`src/rtl/shift_sequencer.sv`:
```
// Round-robin front end for the single-step shiftLeft datapath: runs one left shift of 0..2^CNT_W-1 per job.
// Optional SHIFT_EARLY_EXIT_EN: leave SHIFT as soon as the work register is all zero.
module shift_sequencer #(
  parameter int WIDTH = 16,
  parameter int CNT_W = 4
) (
  input  logic             clk,
  input  logic             rst,
  input  logic             req0,
  input  logic [WIDTH-1:0] data0,
  input  logic [CNT_W-1:0] amt0,
  input  logic             req1,
  input  logic [WIDTH-1:0] data1,
  input  logic [CNT_W-1:0] amt1,
  output logic             gnt0,
  output logic             gnt1,
  output logic [WIDTH-1:0] sh_in,
  input  logic [WIDTH-1:0] sh_out,
  output logic             busy,
  output logic             done,
  output logic             done_id,
  output logic [WIDTH-1:0] result,
  output logic             carry_out
);
  // Handshake: reqN is held high until gntN; gntN is a combinational accept seen
  // only in IDLE, and the operands present in that cycle are captured on its edge.

  typedef enum logic [1:0] {IDLE = 2'd0, SHIFT = 2'd1, DONE = 2'd2} state_e;

  state_e           state_q, state_d;
  logic [WIDTH-1:0] work_q, work_d;
  logic [WIDTH-1:0] result_q, result_d;
  logic [CNT_W-1:0] count_q, count_d;
  logic             id_q, id_d;
  logic             last_grant_q, last_grant_d;
  logic             carry_q, carry_d;
  logic             carry_out_q, carry_out_d;
  logic             done_id_q, done_id_d;
  logic [CNT_W-1:0] amt_sel;
  logic             early_exit;

`ifdef SHIFT_EARLY_EXIT_EN
  assign early_exit = (work_q == '0);
`else
  assign early_exit = 1'b0;
`endif

  always_comb begin
    state_d      = state_q;
    work_d       = work_q;
    count_d      = count_q;
    id_d         = id_q;
    last_grant_d = last_grant_q;
    carry_d      = carry_q;
    result_d     = result_q;
    carry_out_d  = carry_out_q;
    done_id_d    = done_id_q;
    gnt0         = 1'b0;
    gnt1         = 1'b0;
    amt_sel      = amt0;
    case (state_q)
      IDLE: begin
        // last_grant_q==1 means port 1 went last, so port 0 wins a tie
        gnt0    = req0 & (~req1 | last_grant_q);
        gnt1    = req1 & (~req0 | ~last_grant_q);
        amt_sel = gnt1 ? amt1 : amt0;
        if (gnt0 | gnt1) begin
          work_d       = gnt1 ? data1 : data0;
          count_d      = amt_sel;
          id_d         = gnt1;
          last_grant_d = gnt1;
          carry_d      = 1'b0;
          state_d      = (amt_sel == '0) ? DONE : SHIFT;
        end
      end
      SHIFT: begin
        if (early_exit) begin
          carry_d = 1'b0;
          state_d = DONE;
        end else begin
          work_d  = sh_out;
          carry_d = work_q[WIDTH-1];
          count_d = count_q - 1'b1;
          if (count_q == CNT_W'(1)) state_d = DONE;
        end
      end
      DONE: begin
        result_d    = work_q;
        carry_out_d = carry_q;
        done_id_d   = id_q;
        state_d     = IDLE;
      end
      default: state_d = IDLE;
    endcase
  end

  always_ff @(posedge clk or posedge rst) begin
    if (rst) begin
      state_q      <= IDLE;
      work_q       <= '0;
      count_q      <= '0;
      id_q         <= 1'b0;
      last_grant_q <= 1'b1;
      carry_q      <= 1'b0;
      result_q     <= '0;
      carry_out_q  <= 1'b0;
      done_id_q    <= 1'b0;
    end else begin
      state_q      <= state_d;
      work_q       <= work_d;
      count_q      <= count_d;
      id_q         <= id_d;
      last_grant_q <= last_grant_d;
      carry_q      <= carry_d;
      result_q     <= result_d;
      carry_out_q  <= carry_out_d;
      done_id_q    <= done_id_d;
    end
  end

  // In DONE the live job values are shown; afterwards the captured copies hold.
  assign sh_in     = work_q;
  assign busy      = (state_q != IDLE);
  assign done      = (state_q == DONE);
  assign result    = done ? work_q  : result_q;
  assign carry_out = done ? carry_q : carry_out_q;
  assign done_id   = done ? id_q    : done_id_q;

endmodule

```
`config.mk`:
```
export PLATFORM = sky130hd
export DESIGN_NAME = shift_sequencer
export DESIGN_NICKNAME = d
export VERILOG_FILES = /design/src/rtl/shift_sequencer.sv
export SDC_FILE = /design/constraint.sdc
export NUM_CORES = 1
export LEC_CHECK = 0
export ABC_AREA = 1
export ABC_CLOCK_PERIOD_IN_PS = 1200
export BUFFER_PORTS_ARGS = -buffer_cell sky130_fd_sc_hd__buf_2
export CORE_MARGIN = 1
export CORE_UTILIZATION = 42
export CTS_BUF_LIST = sky130_fd_sc_hd__clkbuf_8 sky130_fd_sc_hd__clkbuf_16
export CTS_CLUSTER_DIAMETER = 40
export CTS_CLUSTER_SIZE = 40
export DETAILED_ROUTE_END_ITERATION = 8
export PLACE_DENSITY_LB_ADDON = 0.2
export SYNTH_ARGS = -nofsm -noshare
export SYNTH_HDL_FRONTEND = slang
export SYNTH_SLANG_ARGS = --single-unit
```
`constraint.sdc`:
```
create_clock -name clk -period 1.2 [get_ports clk]
set_input_delay 0.24 -clock clk [delete_from_list [all_inputs] [get_ports clk]]
set_output_delay 0.24 -clock clk [all_outputs]
set_load 0.005 [all_outputs]
```
==> results of run 1 <==
worst max-delay path: cells and delay by family, from the launching register on:
family          cells  cell delay (ps)
compound gates      1              140
simple gates        1              170
buf+inv             3              420
flops               1              420
layout make-up:
class / instances / area (sq um)
clock inverters: 3 / 67.6
fillers: 312 / 1110
inverters: 32 / 134
multi-input cells: 188 / 1180
repair buffers: 146 / 1130
well taps: 67 / 83.8
clock buffers: 5 / 68.8
flip-flops and latches: 43 / 1080
where the power goes:
part / internal, W / switching [W]
clock network: 0.000830 / 0.000527
registers: 0.00219 / 0.000340
logic: 0.00339 / 0.00333
cells by family after synthesis:
kind of cell,after synthesis,share of synthesized area [%]
buffers and inverters,48,9.53
flip-flops,43,49.7
AND/OR/NAND/NOR,127,24.7
AO/OA/AOI/OAI,58,15.0
adder cells (fa/ha/maj),2,1.15
per-layer routing:
metal	wire length [um]	track usage [%]
met5	0	0
met4	261	10.9
met3	395	5.35
met2	4030	49.0
met1	3000	34.2
state kept, by name, indices dropped and copies added, names as in the netlist:
signal,count
carry_out_q,1
carry_q,1
count_q,4
done_id_q,1
id_q,1
last_grant_q,1
result_q,16
sh_in,16
state_q,2
final timing paths:
path	startpoint	to	slack (ps)	depth (start not counted)
max in group asynchronous	rst	last_grant_q	260	4
worst max-delay path	state_q[0]	result[1]	-480	5
worst max register to register	state_q[1]	count_q[1]	-390	8
worst min register to register	result_q[0]	result_q[0]	470	2
min in group asynchronous	rst	state_q[1]	460	3
worst min-delay path	sh_out[0]	sh_in[0]	200	3
cells in the final DEF, fill, tap and decap left out, types with 12 or more instances in the layout:
master   count
dfrtp_1     42
nand3_1     24
o21ai_2     13
inv_1       25
buf_4       24
o21ai_1     13
nand2_1     58
buf_2       96
nor2_1      12
repair_timing:
item,CTS,global route
hold endpoints to repair,12,0
hold buffers,1,0
pin swaps,21,16
buffers inserted,13,2
gates cloned,7,1
endpoints found under the setup margin,47,50
resized for setup,61,25
metrics by stage:
stage | power (W) | utilization, %
after floorplan | 0.00512 | -
after global placement | 0.00697 | 61.9
after detailed placement | 0.00710 | 61.9
after CTS | 0.0101 | 74.5
after global routing | 0.0113 | 77.2
final | 0.0106 | 77.2
==> impl_metrics.toml, run 1 <==
[status]
status = "finished with violations"
violations = "setup timing"

[worst_setup_path]
cp_cell_sequence = "nor2_4 > inv_4 > clkbuf_16 > o21ai_2 > buf_2"
arrival_ps = 1440
endpoint_kind = "output pin"
crit_type = "flip-flop to output pin"
cp.required_ps = 960
startpoint_type = "flip-flop"
cp_slowest_cell = "dfrtp_1"
cp_max_fo = 7
slowest_delay_ps = 420

[grt]
grt_max_degree = 27
gr-total-overflow = 0
grtUsageTotal_pct = 28.1
grt_pass1_wl_mm = 11.3
antenna_found_initial = 0
grt_pass1_vias = 2396

[timing]
drv_slew = 0
timing.hold.ws_ps = 202
fin_crit_ps = 1680
slew-limit-headroom_pct = 76.0
fmax_mhz = 596
final.setup_skew_ps = 8.43
hold_violations = 0
finalSetupViolCount = 49
fin_tns_setup_ps = -17090
fin_crit_sh_pct = 140
rsz0062_at_grt = "yes"
setup_ws_ps = -477
worst_pin_slew_ps = 359

[routing]
drc = 0
vias = 2548
dr.pass1.iters = 5
routed_via_density = 5.26
ant_nets = 0
wl_mm = 7.69
initialDrtViolationCount = 112
avgRoutedWirePerCell_um = 15.9

[clock_tree]
cts_buffer_depth = 2
clk_pin_slew_ps = 80
root_buffer = "clkbuf_8"
cts_buffers = 5
clkLatencyLatePin_ps = 300
cts_tree = "built"
cts_sinks = 43
htree_levels = 2

[final_layout]
drive_above_1_share_pct = 52.5
antenna_cells = 0
area_growth_pct = 72.6
fin_cells = 484
final_nets = 478
fin_area_sq_um = 3740

[synthesis]
yosysSeqAreaShare_pct = 49.7
synth_top_area_cell = "dfrtp_1"
synth_cell_types = 22
syn_nets = 340
synthCells = 278
synth-seq-cells = 43
synth_top_area_share_pct = 48.5
synth_ff_type = "dfrtp_1"
yosysWarnings = 0
syn_area_per_cell_sq_um = 7.80
synth_area_leaders = "dfrtp_1, nand2_1, o21ai_0"
async_flop_share_pct = 100
synthTopCellsByCount = "nand2_1, dfrtp_1, o21ai_0"
yosysMostFrequentCell = "nand2_1"
synth-edff-count = 0
syn_area_sq_um = 2170

[placement]
dp.cells = 453
numPortBuffers = 97
postPlaceCellArea_sq_um = 3000
preCtsSetupSlack_ps = -199
gp_congestion = 0.894
dp_hpwl_mm = 4.60

[die]
coreArea_sq_um = 4850
die-area_sq_um = 5450
num_io_pins = 98
core.rowCount = 25
die_w_um = 73.8
initial_utilization_pct = 44.7
fp.dieH_um = 73.8

[power]
ir_drop_uv = 1580
power_density_nw_per_um2 = 2830
p_leak_nw = 1.95

[worst_hold_path]
hp-class = "input port to flip-flop"

[flow_run]
drv_cap = 0
No activity file was read; power rests on OpenSTA's default activity.
==> inputs of run 2 (changes only) <==
- SKIP_CTS_REPAIR_TIMING: not set -> 1
- SKIP_LAST_GASP: not set -> 1
==> impl_metrics.toml, run 2 (synthesis gave the netlist of run 1 again) <==
[routing]
initialDrtViolationCount = 135
top_layer = "met4"
routed_via_density = 5.23
ant_nets = 0
wl_met2_mm = 3.91
avgRoutedWirePerCell_um = 15.5
drc = 0
dr.pass1.iters = 6
vias = 2507
wl_mm = 7.41
wl_met3_um = 296
m1WireLength_mm = 3.03

[worst_hold_path]
hp-class = "input port to flip-flop"
hp-start = "sh_out[0]"
min_to = "sh_in[0]"
min_path_cells = 3

[clock_tree]
cts_buffer_depth = 2
cts_buffers = 5
clk_pin_slew_ps = 100
clkLatencyLatePin_ps = 300
htree_levels = 2
cts_sinks = 43
root_buffer = "clkbuf_8"
cts_tree = "built"

[timing]
fin_crit_ps = 1670
fmax_mhz = 597
worst_pin_slew_ps = 358
finalSetupViolCount = 48
setup_ws_ps = -474
fin_crit_sh_pct = 140
hold_violations = 0
slew-limit-headroom_pct = 76.1
drv_slew = 0
rsz0062_at_grt = "yes"
final.setup_skew_ps = 15.2

[power]
p_leak_nw = 1.90
ir_drop_uv = 1440
finalPower_w = 0.00992
power_density_nw_per_um2 = 2760

[die]
die-area_sq_um = 5450
initial_utilization_pct = 44.7
coreArea_sq_um = 4850
core.rowCount = 25
fp.dieH_um = 73.8
die_w_um = 73.8
num_io_pins = 98

[worst_setup_path]
endpoint_kind = "output pin"
r2r_slack_ps = -330
cp_cell_sequence = "inv_2 > nor2_4 > inv_4 > buf_12 > o21ai_2 > buf_2"
r2r_cells = 7
critPathTopFamily = "buffers and inverters"
slowest_delay_ps = 390
r2r-end = "sh_in[15]"
cp_slowest_cell = "dfrtp_1"
cp_max_fo = 15
startpoint_type = "flip-flop"
arrival_ps = 1430
reg2reg_from = "state_q[1]"
crit_type = "flip-flop to output pin"
cp.required_ps = 960
cp_num_buf_inv = 4

[grt]
grtUsageTotal_pct = 22.9
antenna_found_initial = 0
grt_max_degree = 27
grt_pass1_wl_mm = 9.43
grt_pass1_vias = 2110
gr-total-overflow = 0

[status]
violations = "setup timing"
status = "finished with violations"

[flow_run]
drv_cap = 0

[final_layout]
antenna_cells = 0
layout_common_cells = "buf_2, nand2_1, dfrtp_1, nand3_1, inv_1"
final_nets = 473
layout_commonest_cell = "buf_2"
area_growth_pct = 65.7
drive_above_1_share_pct = 49.5

[placement]
numPortBuffers = 97
dp_hpwl_mm = 4.60
preCtsSetupSlack_ps = -199
gp_congestion = 0.894
## run 2: final cells by class
cell class / instances / area [sq um]
fillers: 348 / 1260
multi-input cells: 188 / 1140
flip-flops and latches: 43 / 1080
repair buffers: 141 / 1020
inverters: 32 / 131
well taps: 67 / 83.8
clock buffers: 5 / 68.8
clock inverters: 3 / 67.6
## run 2: worst min-delay path, cell delays in order
cell and delay, ps:
buf_2 70, o21ai_1 60, o22ai_2 80
## run 2: how the worst max path moves through the flow
stage,from,to,slack (ps),depth (start not counted)
after floorplan,state_q[1],result[10],-30,5
after global placement,state_q[0],carry_out,-120,5
after detailed placement,state_q[0],carry_out,-200,5
after CTS,state_q[0],carry_out,-530,5
after global routing,state_q[1],result[7],-530,6
final,state_q[1],result[7],-470,6
## run 2: where the power goes
group | switching, W | internal [W] | total, W | leakage, nW
registers | 0.000330 | 0.00219 | 0.00252 | 0.524
clock network | 0.000537 | 0.000830 | 0.00137 | 0.0644
logic | 0.00312 | 0.00291 | 0.00603 | 1.31
## run 2: routing by layer
metal / vias to the layer above / track usage, %
met5: - / 0
met4: 0 / 7.26
met3: 16 / 4.25
met2: 84 / 39.0
met1: 1231 / 29.4
li1: 1176 / -
## run 2: metrics by stage
step           utilization (%)  std cells  area, sq um  TNS, ps  hold slack (ps)
5_1_grt                   74.1        479         3590   -18550              218
2_1_floorplan                -        278         2230     -507              238
3_5_place_dp              61.9        453         3000    -4250              233
4_1_cts                   64.7        461         3140   -11760            -90.5
3_3_place_gp              61.9        453         3000    -2590              232
6_report                  74.1        479         3590   -15680              205
==> inputs of run 3 (changes only) <==
- ABC_CLOCK_PERIOD_IN_PS: 1200 -> 1900
- CORE_UTILIZATION: 42 -> 47
- SETUP_SLACK_MARGIN: not set -> 0.02
- clock period: 1.2 -> 1.9 ns (I/O delays scaled with it)
==> impl_metrics.toml, run 3 (synthesis gave the netlist of run 1 again) <==
[status]
status = "finished, final reports clean"

[timing]
final.setup_skew_ps = 5.57
hold_violations = 0
setup_ws_ps = 36.3
fin_crit_ps = 1860
finalSetupViolCount = 0
fin_tns_setup_ps = 0
fmax_mhz = 537
slew-limit-headroom_pct = 53.0
drv_slew = 0
fin_crit_sh_pct = 98.1
rsz0062_at_grt = "yes"
timing.hold.ws_ps = 98.7
worst_pin_slew_ps = 700

[placement]
dp_hpwl_mm = 4.16
postPlaceCellArea_sq_um = 2700
preCtsSetupSlack_ps = 205
gp_congestion = 0.844
dp.cells = 419
numPortBuffers = 97

[die]
initial_utilization_pct = 49.4
coreArea_sq_um = 4380
core.rowCount = 24
die-area_sq_um = 4890
num_io_pins = 98
die_w_um = 69.9
fp.dieH_um = 69.9

[grt]
antenna_found_initial = 0
grt_max_degree = 40
grt_pass1_wl_mm = 9.42
gr-total-overflow = 0
grt_pass1_vias = 2147
grtUsageTotal_pct = 23.8

[final_layout]
layout_common_cells = "buf_2, nand2_1, dfrtp_1, nand3_1, inv_1"
drive_above_1_share_pct = 32.9
final_nets = 438
fin_area_sq_um = 2860
fin_cells = 429
layout_commonest_cell = "buf_2"
area_growth_pct = 31.8
antenna_cells = 0
fill_cells = 401

[flow_run]
drv_cap = 0

[clock_tree]
htree_levels = 2
cts_sinks = 43
cts_tree = "built"
cts_buffers = 5
clk_pin_slew_ps = 90
root_buffer = "clkbuf_8"
cts_buffer_depth = 2
clkLatencyLatePin_ps = 290

[worst_setup_path]
r2r_cells = 6
cp_cell_sequence = "inv_1 > nor2_4 > bufinv_8 > nand2_1 > o21ai_1 > buf_2"
crit_type = "flip-flop to output pin"
slowest_delay_ps = 410
arrival_ps = 1480
cp.required_ps = 1520
startpoint_type = "flip-flop"
endpoint_kind = "output pin"
cp_max_fo = 18
cp_slowest_cell = "dfrtp_1"

[routing]
drc = 0
avgRoutedWirePerCell_um = 13.6
dr.pass1.iters = 5
initialDrtViolationCount = 127
wl_mm = 5.82
vias = 2177
routed_via_density = 5.07
ant_nets = 0

[worst_hold_path]
hp-class = "input port to async pin"

[power]
ir_drop_uv = 1350
power_density_nw_per_um2 = 1630
p_leak_nw = 1.59
run 3: changes by cell type in the layout (fill, tap and decap cells not counted), moves of 6 or more:
cell,delta
nand2_1,+15
buf_12,-7
o21ai_2,-10
nand2_4,-6
buf_4,-15
o21ai_0,+7
buf_6,-7
o21ai_1,+8
nand2_2,-9
run 3: routing by layer:
| layer | vias to the layer above | GRT usage (%) | wire [um] | share of wire (%) |
|---|---|---|---|---|
| met3 | 9 | 3.46 | 220 | 3.8 |
| met5 | - | 0 | 0 | 0 |
| met1 | 1010 | 28.9 | 2520 | 43 |
| met2 | 56 | 43.2 | 3010 | 52 |
| met4 | 0 | 7.78 | 74 | 1.3 |
| li1 | 1102 | - | - | - |
run 3: stage by stage:
stage               utilization [%]  total power [W]
floorplan                         -          0.00308
global placement               61.7          0.00378
detailed placement             61.7          0.00385
CTS                            64.2          0.00457
global route                   65.1          0.00504
finish                         65.1          0.00465
run 3: power by group:
part | total (W) | internal [W] | switching (W)
sequential | 0.00160 | 0.00138 | 0.000213
combinational | 0.00235 | 0.000951 | 0.00140
clock | 0.000708 | 0.000392 | 0.000317
total | 0.00465 | 0.00272 | 0.00193
run 3: path summary, 6_finish.rpt:
path                        startpoint           end  slack, ps
max in group asynchronous          rst  last_grant_q       1210
max reg2reg                 state_q[0]     sh_in[12]        380
max                         state_q[1]    result[12]         40
min reg2reg                result_q[6]   result_q[6]        500
min in group clk            sh_out[14]     sh_in[14]        360
min                                rst  result_q[12]        100
run 3: worst max-delay path: cells and delay by family (launching register included):
family | cells | cell delay [ps]
compound gates | 1 | 80
flops | 1 | 410
buf+inv | 3 | 480
simple gates | 2 | 220
run 3: layout make-up:
cell class / instances / area [sq um] / share of cell area [%]
Clock buffer: 5 / 68.8 / 2.41
Sequential cell: 43 / 1080 / 37.7
Timing Repair Buffer: 106 / 566 / 19.8
Inverter: 32 / 134 / 4.69
Clock inverter: 3 / 43.8 / 1.53
Timing Repair inverter: 1 / 6.26 / 0.219
Multi-Input combinational cell: 187 / 895 / 31.3
Tap cell: 52 / 65.1 / 2.28
